`src/rtl/ema_pkg.sv`:
```
// Shared types and width helpers for the multi-channel EMA filter.
package ema_pkg;

  typedef enum logic [1:0] {IDLE, MULX, MULY, OUT} state_e;

  // alpha*x and (2^AW-alpha)*y are both WIDTH+AW+1 bits; their sum needs one more.
  function automatic int prod_w(input int w, input int aw);
    return w + aw + 1;
  endfunction

  function automatic int sum_w(input int w, input int aw);
    return w + aw + 2;
  endfunction

  function automatic logic [31:0] alpha_comp(input int aw, input logic [31:0] alpha);
    return (32'd1 << aw) - alpha;
  endfunction

endpackage

```
`src/rtl/ema_mul.sv`:
```
// Registered signed x unsigned multiplier, one cycle latency.
module ema_mul #(
  parameter int A_W = 8,
  parameter int B_W = 9,
  parameter int P_W = 17
) (
  input  logic           clk,
  input  logic           rst,
  input  logic [A_W-1:0] a_i,
  input  logic [B_W-1:0] b_i,
  output logic [P_W-1:0] p_o
);

  localparam int FW = A_W + B_W + 1;

  logic signed [FW-1:0] a_ext, b_ext, full;
  logic [P_W-1:0]       p_q;

  assign a_ext = FW'($signed(a_i));
  assign b_ext = FW'(b_i);
  assign full  = a_ext * b_ext;

  always_ff @(posedge clk) begin
    if (rst) p_q <= '0;
    else     p_q <= P_W'(full);
  end

  assign p_o = p_q;

endmodule

```
`src/rtl/ema_multi.sv`:
```
// Multi-channel EMA: y = (alpha*x + (2^AW-alpha)*y_old) >>> AW per channel,
// one shared multiplier, three cycles per sample.
module ema_multi
  import ema_pkg::*;
#(
  parameter int WIDTH    = 8,
  parameter int AW       = 8,
  parameter int CHANNELS = 4,
  parameter int CW       = (CHANNELS > 1) ? $clog2(CHANNELS) : 1
) (
  input  logic             clk,
  input  logic             rst,
  input  logic             in_valid,
  output logic             in_ready,
  input  logic [WIDTH-1:0] in_data,
  input  logic [CW-1:0]    in_ch,
  input  logic [AW-1:0]    in_alpha,
  input  logic             clear_i,
  output logic             out_valid,
  input  logic             out_ready,
  output logic [WIDTH-1:0] out_data,
  output logic [CW-1:0]    out_ch,
  output logic             busy_o
);

  localparam int PW  = prod_w(WIDTH, AW);
  localparam int SW  = sum_w(WIDTH, AW);
  localparam int AW1 = AW + 1;

  state_e state_q, state_d;

  logic                hs, ch_ok;
  logic [WIDTH-1:0]    x_q, yold_q;
  logic [CW-1:0]       ch_q;
  logic [AW-1:0]       alpha_q;
  logic                init_old_q, chok_q;
  logic [PW-1:0]       px_q, mul_p;
  logic [WIDTH-1:0]    mul_a;
  logic [AW:0]         mul_b, comp;
  logic signed [SW-1:0] sum;
  logic [WIDTH-1:0]    res;
  logic [WIDTH-1:0]    out_data_q;
  logic [CW-1:0]       out_ch_q;
  logic [CHANNELS-1:0] init_q;
  logic [WIDTH-1:0]    ymem_q [CHANNELS];

  assign in_ready = !rst && (state_q == IDLE || (state_q == OUT && out_ready));
  assign hs       = in_valid && in_ready;
  assign ch_ok    = 32'(in_ch) < 32'(CHANNELS);
  assign comp     = AW1'(alpha_comp(AW, 32'(alpha_q)));

  // The multiplier runs one step ahead of the state: alpha*x is launched on the
  // handshake edge (px lands in MULX), (2^AW-alpha)*y_old is launched in MULX
  // and is on the multiplier output throughout MULY, ready to sum on MULY exit.
  assign mul_a = (state_q == MULX) ? yold_q : in_data;
  assign mul_b = (state_q == MULX) ? comp   : {1'b0, in_alpha};

  ema_mul #(.A_W(WIDTH), .B_W(AW1), .P_W(PW)) u_mul (
    .clk (clk),
    .rst (rst),
    .a_i (mul_a),
    .b_i (mul_b),
    .p_o (mul_p)
  );

  assign sum = SW'($signed(px_q)) + SW'($signed(mul_p));
  assign res = init_old_q ? WIDTH'(sum >>> AW) : x_q;

  always_comb begin
    state_d = state_q;
    case (state_q)
      IDLE:    if (hs) state_d = MULX;
      MULX:    state_d = chok_q ? MULY : IDLE;
      MULY:    state_d = OUT;
      OUT:     if (out_ready) state_d = hs ? MULX : IDLE;
      default: state_d = IDLE;
    endcase
  end

  always_ff @(posedge clk) begin
    if (rst) begin
      state_q    <= IDLE;
      init_q     <= '0;
      px_q       <= '0;
      out_data_q <= '0;
      out_ch_q   <= '0;
    end else begin
      state_q <= state_d;
      if (state_q == MULX) px_q <= mul_p;
      if (state_q == MULY) begin
        out_data_q     <= res;
        out_ch_q       <= ch_q;
        init_q[ch_q]   <= 1'b1;
      end
      if (clear_i) init_q <= '0;
    end
  end

  always_ff @(posedge clk) begin
    if (hs) begin
      x_q        <= in_data;
      ch_q       <= in_ch;
      alpha_q    <= in_alpha;
      chok_q     <= ch_ok;
      yold_q     <= ch_ok ? ymem_q[in_ch] : '0;
      init_old_q <= ch_ok ? init_q[in_ch] : 1'b0;
    end
  end

  always_ff @(posedge clk) begin
    if (!rst && state_q == MULY) ymem_q[ch_q] <= res;
  end

  assign out_valid = (state_q == OUT);
  assign out_data  = out_data_q;
  assign out_ch    = out_ch_q;
  assign busy_o    = (state_q != IDLE);

endmodule

```
`config.mk`:
```
export PLATFORM = sky130hd
export DESIGN_NAME = ema_multi
export DESIGN_NICKNAME = d
export VERILOG_FILES = /design/src/rtl/ema_pkg.sv /design/src/rtl/ema_mul.sv /design/src/rtl/ema_multi.sv
export SDC_FILE = /design/constraint.sdc
export NUM_CORES = 1
export LEC_CHECK = 0
export ABC_CLOCK_PERIOD_IN_PS = 5640
export CAP_MARGIN = 20
export CORE_ASPECT_RATIO = 0.75
export CORE_UTILIZATION = 46
export DETAILED_ROUTE_END_ITERATION = 8
export PLACE_DENSITY = 0.66
export SYNTH_ARGS = -nofsm -noshare
export SYNTH_HDL_FRONTEND = slang
export SYNTH_HIERARCHICAL = 1
export SYNTH_SLANG_ARGS = --single-unit
```
`constraint.sdc`:
```
create_clock -name clk -period 5.64 [get_ports clk]
set_input_delay 1.128 -clock clk [delete_from_list [all_inputs] [get_ports clk]]
set_output_delay 1.128 -clock clk [all_outputs]
set_load 0.01 [all_outputs]
```
== After elaboration in Yosys (flattened, before gate mapping) ==
Memories as Yosys holds them, arrays and structs flattened. A register that Yosys moved wholly into a read port is not among the register bits.
Cells that the tools add are included.
Word-level totals
  word-level logic and storage cells: 47
  memories kept: 1
  RAM bits: 32
  output and inout port bits: 13
  flip-flop bits (word level): 67
Cells by class
  equal/unequal tests: 5
  reductions and logical operators: 11
  add/sub/neg operators: 2
  order comparisons: 3
  multiplexer cells: 13
  bitwise logic cells: 1
  multiply operators: 1
Memories
  ymem_q: depth 4, width 8, read ports 1, clocked after Yosys merged registers in 1, write ports 1, line ema_multi.sv:45  | logic [WIDTH-1:0] ymem_q [CHANNELS];
Operators with widths (count)
  adder 16 bit: 1
  multiplier 8 x 10 -> 16 bit: 1
  two-way mux 8 bit: 2
  two-way mux 9 bit: 1
  subtractor 9 x 8 -> 9 bit (first input constant): 1
  case mux 2 bit (4 select lines): 1
  less-than comparator 2 x 3 -> 1 bit (second input constant): 2
  logical AND 1 bit: 5
  two-way mux 1 bit: 5
  == test 2 bit (second input constant): 2
  two-way mux 2 bit: 2
  OR 4 bit: 1
  binary-select mux 1 bit (select 2 bit): 1
  demux 1 bit (select 2 bit): 1
  == test 2 x 1 -> 1 bit (second input constant): 1
  >= comparator 2 x 1 -> 1 bit (second input constant): 1
  logical NOT 2 bit: 1
  inequality test 2 x 1 -> 1 bit (second input constant): 1
  inequality test 2 bit (second input constant): 1
  AND reduction 2 bit: 1
  nonzero test 2 bit: 1
  OR reduction 2 bit: 1
  logical NOT 1 bit: 1
  logical OR 1 bit: 1

== Longest topological paths before layout ==
  depth in word-level cells: 8
  gate-level depth with buffers: 20
  gate-level depth less buffers: 20

== Modules after synthesis ==
The synthesis kept the hierarchy.
By module, submodules not included
  ema_multi: area each 4295.4 um2, seq. area each 2412.3 um2, cells an instance 339, instances 1
  ema_mul: area each 2870.3 um2, seq. area each 340.3 um2, cells an instance 315, instances 1

== Worst setup path after synthesis ==
OpenSTA, ideal clock, no wires.
  path type: flip-flop to flip-flop
  from: reg state_q[1]
  to: reg u_mul.p_q[15], in the netlist u_mul/p_o[15]
  period minus slack after synthesis: 5.465 ns
  data arrival time: 5.342 ns
  path slack: 0.175 ns
  cell stages (with the launch flop): 19
  required time: 5.517 ns
  path through: dfxtp_1 -> inv_1 -> ha_1 -> clkbuf_1 -> clkbuf_1 -> nor4b_1 -> and2_1 -> fa_1 -> fa_1 -> fa_1 -> inv_1 -> fa_1 -> inv_1 -> ha_1 -> a21oi_1 -> nor2b_1 -> a221o_1 -> a41oi_2 -> mux2_1
Between the ends
  word-level cells in the longest chain between the ends: 3
  elaborated cells between the ends (all ways): 4
  those cells by class: 1 x mul; 1 x eq/ne; 2 x mux
Ends and longest elaborated chain
  from (decl): line ema_multi.sv:30  | state_e state_q, state_d;
  from (signal assigned): line ema_multi.sv:88  | state_q <= state_d;
  == test 2 x 1 -> 1 bit: line ema_multi.sv:56  | assign mul_b = (state_q == MULX) ? comp : {1'b0, in_alpha};
  two-way mux 9 bit: line ema_multi.sv:56
  net mul_b[8]: line ema_multi.sv:39  | logic [AW:0] mul_b, comp;
  multiplier 8 x 10 -> 16 bit: line ema_mul.sv:21  | assign full = a_ext * b_ext;
  to (signal assigned): line ema_mul.sv:25  | else p_q <= P_W'(full);
  to (decl): line ema_mul.sv:17  | logic [P_W-1:0] p_q;
The timed path passes the listed nets, and every way through them passes these cells.
A chain may end at the register's enable or synchronous reset.

== Worst setup path in the final report ==
  from: in in_data[4]
  to: reg u_mul.p_q[15], in the netlist u_mul/p_o[15]
Between the ends
  word-level cells in the longest chain between the ends: 2
Ends and longest elaborated chain
  from (decl): line ema_multi.sv:15  | input logic [WIDTH-1:0] in_data,
  two-way mux 8 bit: line ema_multi.sv:55  | assign mul_a = (state_q == MULX) ? yold_q : in_data;
  net mul_a[4]: line ema_multi.sv:38  | logic [WIDTH-1:0] mul_a;
  multiplier 8 x 10 -> 16 bit: line ema_mul.sv:21
The timed path passes the listed nets, and every way through them passes these cells.

==> impl_metrics.py <==
metrics = {
    "place": {
        "place_area_mm2": 0.00788,
        "place.gp.congestion": 0.858,
        "numPortBuffers": 35,
        "hpwlAfterDp_um": 12100,
    },
    "cells_and_area": {
        "layout-area-overhead-vs-synth_pct": 17.0,
        "fin_nets": 838,
        "diodes": 0,
        "post_route_cells_drive_above_1_share": 0.154,
        "post-route-cell-area_mm2": 0.00826,
    },
    "timing": {
        "grt_setup_unrepaired": "false",
        "setup_viol_count_final": 0,
        "worst-slew-pin-transition_ns": 0.904,
        "highest_achievable_clock_rate_ghz": 0.184,
        "relSlewSlack": 0.395,
        "hold_violations": 0,
        "drv_slew": 0,
        "finalHoldWorstSlack_ns": 0.495,
        "timing.setup.tns_ns": 0,
        "fin_worst_skew_ns": 0.0103,
        "period_needed_ns": 5.44,
        "final.period_utilization": 0.965,
    },
    "clocking": {
        "clock_latency_ns": 0.36,
        "clk_root_buffer_cell": "sky130_fd_sc_hd__clkbuf_16",
        "cts_num_sinks": 107,
        "cts.reportedPaths.clkPinSlew_ns": 0.08,
        "clock_tree.htree_level_count": 3,
        "tritoncts_clock_tree": "built",
        "max-clock-path-buffers": 2,
        "cts_buffers": 9,
    },
    "routing": {
        "detail_route.wl_per_cell_um": 17.0,
        "post-route-drc-count": 0,
        "routed-wl-met2_um": 6890,
        "vias": 4827,
        "met3WireLength_um": 901,
        "route.top_layer_used": "met4",
        "detail_route.wirelength_um": 15600,
        "firstDrtPassIters": 5,
        "ant_nets": 0,
        "drt-initial-drc-count": 306,
        "met1_length_um": 7660,
        "viasPerCell": 5.28,
    },
    "worst_setup_path": {
        "worst_setup_path_startpoint": "in_data[4]",
        "critPathMaxStageDelay_ns": 0.56,
        "crit_path_start_kind": "input pin",
        "timing.critical_path.arrival_ns": 5.69,
        "top_family_by_delay_on_critical_path": "adder cells",
        "crit_slowest_cell": "sky130_fd_sc_hd__fa_1",
        "worstPathCellList": "clkdlybuf4s50_1 > mux2_4 > and2_1 > fa_1 > fa_1 > fa_1 > inv_1 > fa_1 > inv_1 > ha_1 > a21oi_2 > nor2b_1 > a221o_1 > a41oi_2 > mux2_1",
        "timing.critical_path.to_type": "flip-flop",
        "cp_common_cell": "sky130_fd_sc_hd__fa_1",
        "worst_ep_required_time_ns": 5.89,
        "worstPathMaxFanout": 6,
        "reg_to_reg_critical_path_startpoint": "alpha_q[0]$_DFFE_PP_",
        "critical_path_class": "in2reg",
        "buffering_stage_count_on_the_worst_path_with_inverters_included": 3,
    },
    "outcome": {
        "run_status": "finished clean",
    },
    "floorplanning": {
        "fp.dieW_um": 145,
        "fp.dieArea_mm2": 0.0159,
        "die_height_um": 109,
        "core_area_mm2": 0.0147,
        "start_util": 0.479,
        "boundaryPins": 36,
        "fp-row-count": 38,
    },
    "worst_hold_path": {
        "holdCritStartpoint": "out_data[4]$_SDFFE_PP0N_",
        "hold_path.class": "reg2reg",
    },
    "logic_synthesis": {
        "mapped_avg_cell_area_um2": 11.0,
        "synthesis.yosys.warnings": 6,
        "syn-cell-area_mm2": 0.00706,
        "synth_nets": 768,
        "syn_inst": 640,
    },
    "global_routing": {
        "track_usage": 0.215,
        "first_global_vias": 5035,
        "grt_first_pass_wirelength_um": 26400,
        "grt.overflow.total": 0,
        "grt_max_degree": 57,
        "antenna_violations_before_repair": 0,
    },
    "job": {
        "timing.max_cap.violations": 0,
    },
}
-- worst paths after layout --
kind                               to  slack, ns  cells past startpoint
max          u_mul/p_o[15]$_SDFF_PP0_       0.20                     15
min          out_data[4]$_SDFFE_PP0N_       0.50                      2
max reg2reg  u_mul/p_o[15]$_SDFF_PP0_       0.38                     18
min reg2reg  out_data[4]$_SDFFE_PP0N_       0.50                      2
-- metrics by stage --
stage | instances | worst slack (ns) | util
6_report | 915 | 0.196 | 0.560
5_1_grt | 915 | 0.0186 | 0.560
4_1_cts | 912 | 0.0863 | 0.555
3_5_place_dp | 896 | -0.269 | 0.534
3_3_place_gp | 896 | -0.181 | 0.534
2_1_floorplan | 640 | 0.175 | -
-- cell usage in the layout (no fill, tap or decap), drive strengths merged, types with 4 or more instances in the layout --
cell type	instances
and3	4
o21ai	7
nand3	9
nor3	13
a311oi	5
o21a	4
dfxtp	48
fa	43
xor2	7
clkbuf	10
nor2	58
a31oi	5
and2	53
a21oi	21
xnor2	9
mux2i	19
nand2b	6
clkdlybuf4s50	34
edfxtp	59
a21o	9
inv	69
a211oi	5
mux4	9
clkinv	4
nand2	29
mux2	21
ha	62
buf	43
nor2b	12
-- flip-flops by register name, indices dropped and copies added, names as in the netlist --
register,flops
ymem_q,32
px_q,16
u_mul/p_o,16
alpha_q,8
out_data,8
x_q,8
yold_q,8
init_q,4
ch_q,2
out_ch,2
state_q,2
init_old_q,1
-- routing by layer --
layer	track usage	vias to the layer above
met1	0.306	2359
li1	-	2339
met5	0	-
met4	0.0383	0
met2	0.340	117
met3	0.0490	12
-- worst reg2reg max path, cell delays in order, from the launching register on --
cell and delay, ns:
sky130_fd_sc_hd__edfxtp_1 0.42, sky130_fd_sc_hd__nor3_2 0.25, sky130_fd_sc_hd__nand2_1 0.13, sky130_fd_sc_hd__nor3_1 0.19
sky130_fd_sc_hd__xnor2_1 0.08, sky130_fd_sc_hd__mux2_2 0.33, sky130_fd_sc_hd__and2_1 0.20, sky130_fd_sc_hd__fa_1 0.50
sky130_fd_sc_hd__fa_1 0.52, sky130_fd_sc_hd__fa_1 0.56, sky130_fd_sc_hd__inv_1 0.06, sky130_fd_sc_hd__fa_1 0.53
sky130_fd_sc_hd__inv_1 0.04, sky130_fd_sc_hd__ha_1 0.31, sky130_fd_sc_hd__a21oi_2 0.12, sky130_fd_sc_hd__nor2b_1 0.07
sky130_fd_sc_hd__a221o_1 0.34, sky130_fd_sc_hd__a41oi_2 0.18, sky130_fd_sc_hd__mux2_1 0.33
-- final cells by class --
class	count	area [µm²]
fillers	1270	6480
multi-input cells	445	4050
flip-flops and latches	107	2730
repair buffers	78	663
inverters	69	263
well taps	200	250
clock buffers	9	225
clock inverters	7	76.3
-- what timing repair did --
item,in CTS,in global routing
hold buffers,0,0
setup endpoints to repair,0,4
gates resized for setup,0,15
buffers inserted,0,2
Power is not shown: default switching activity piles up to over one toggle a cycle in this logic, so the estimate is an artifact.
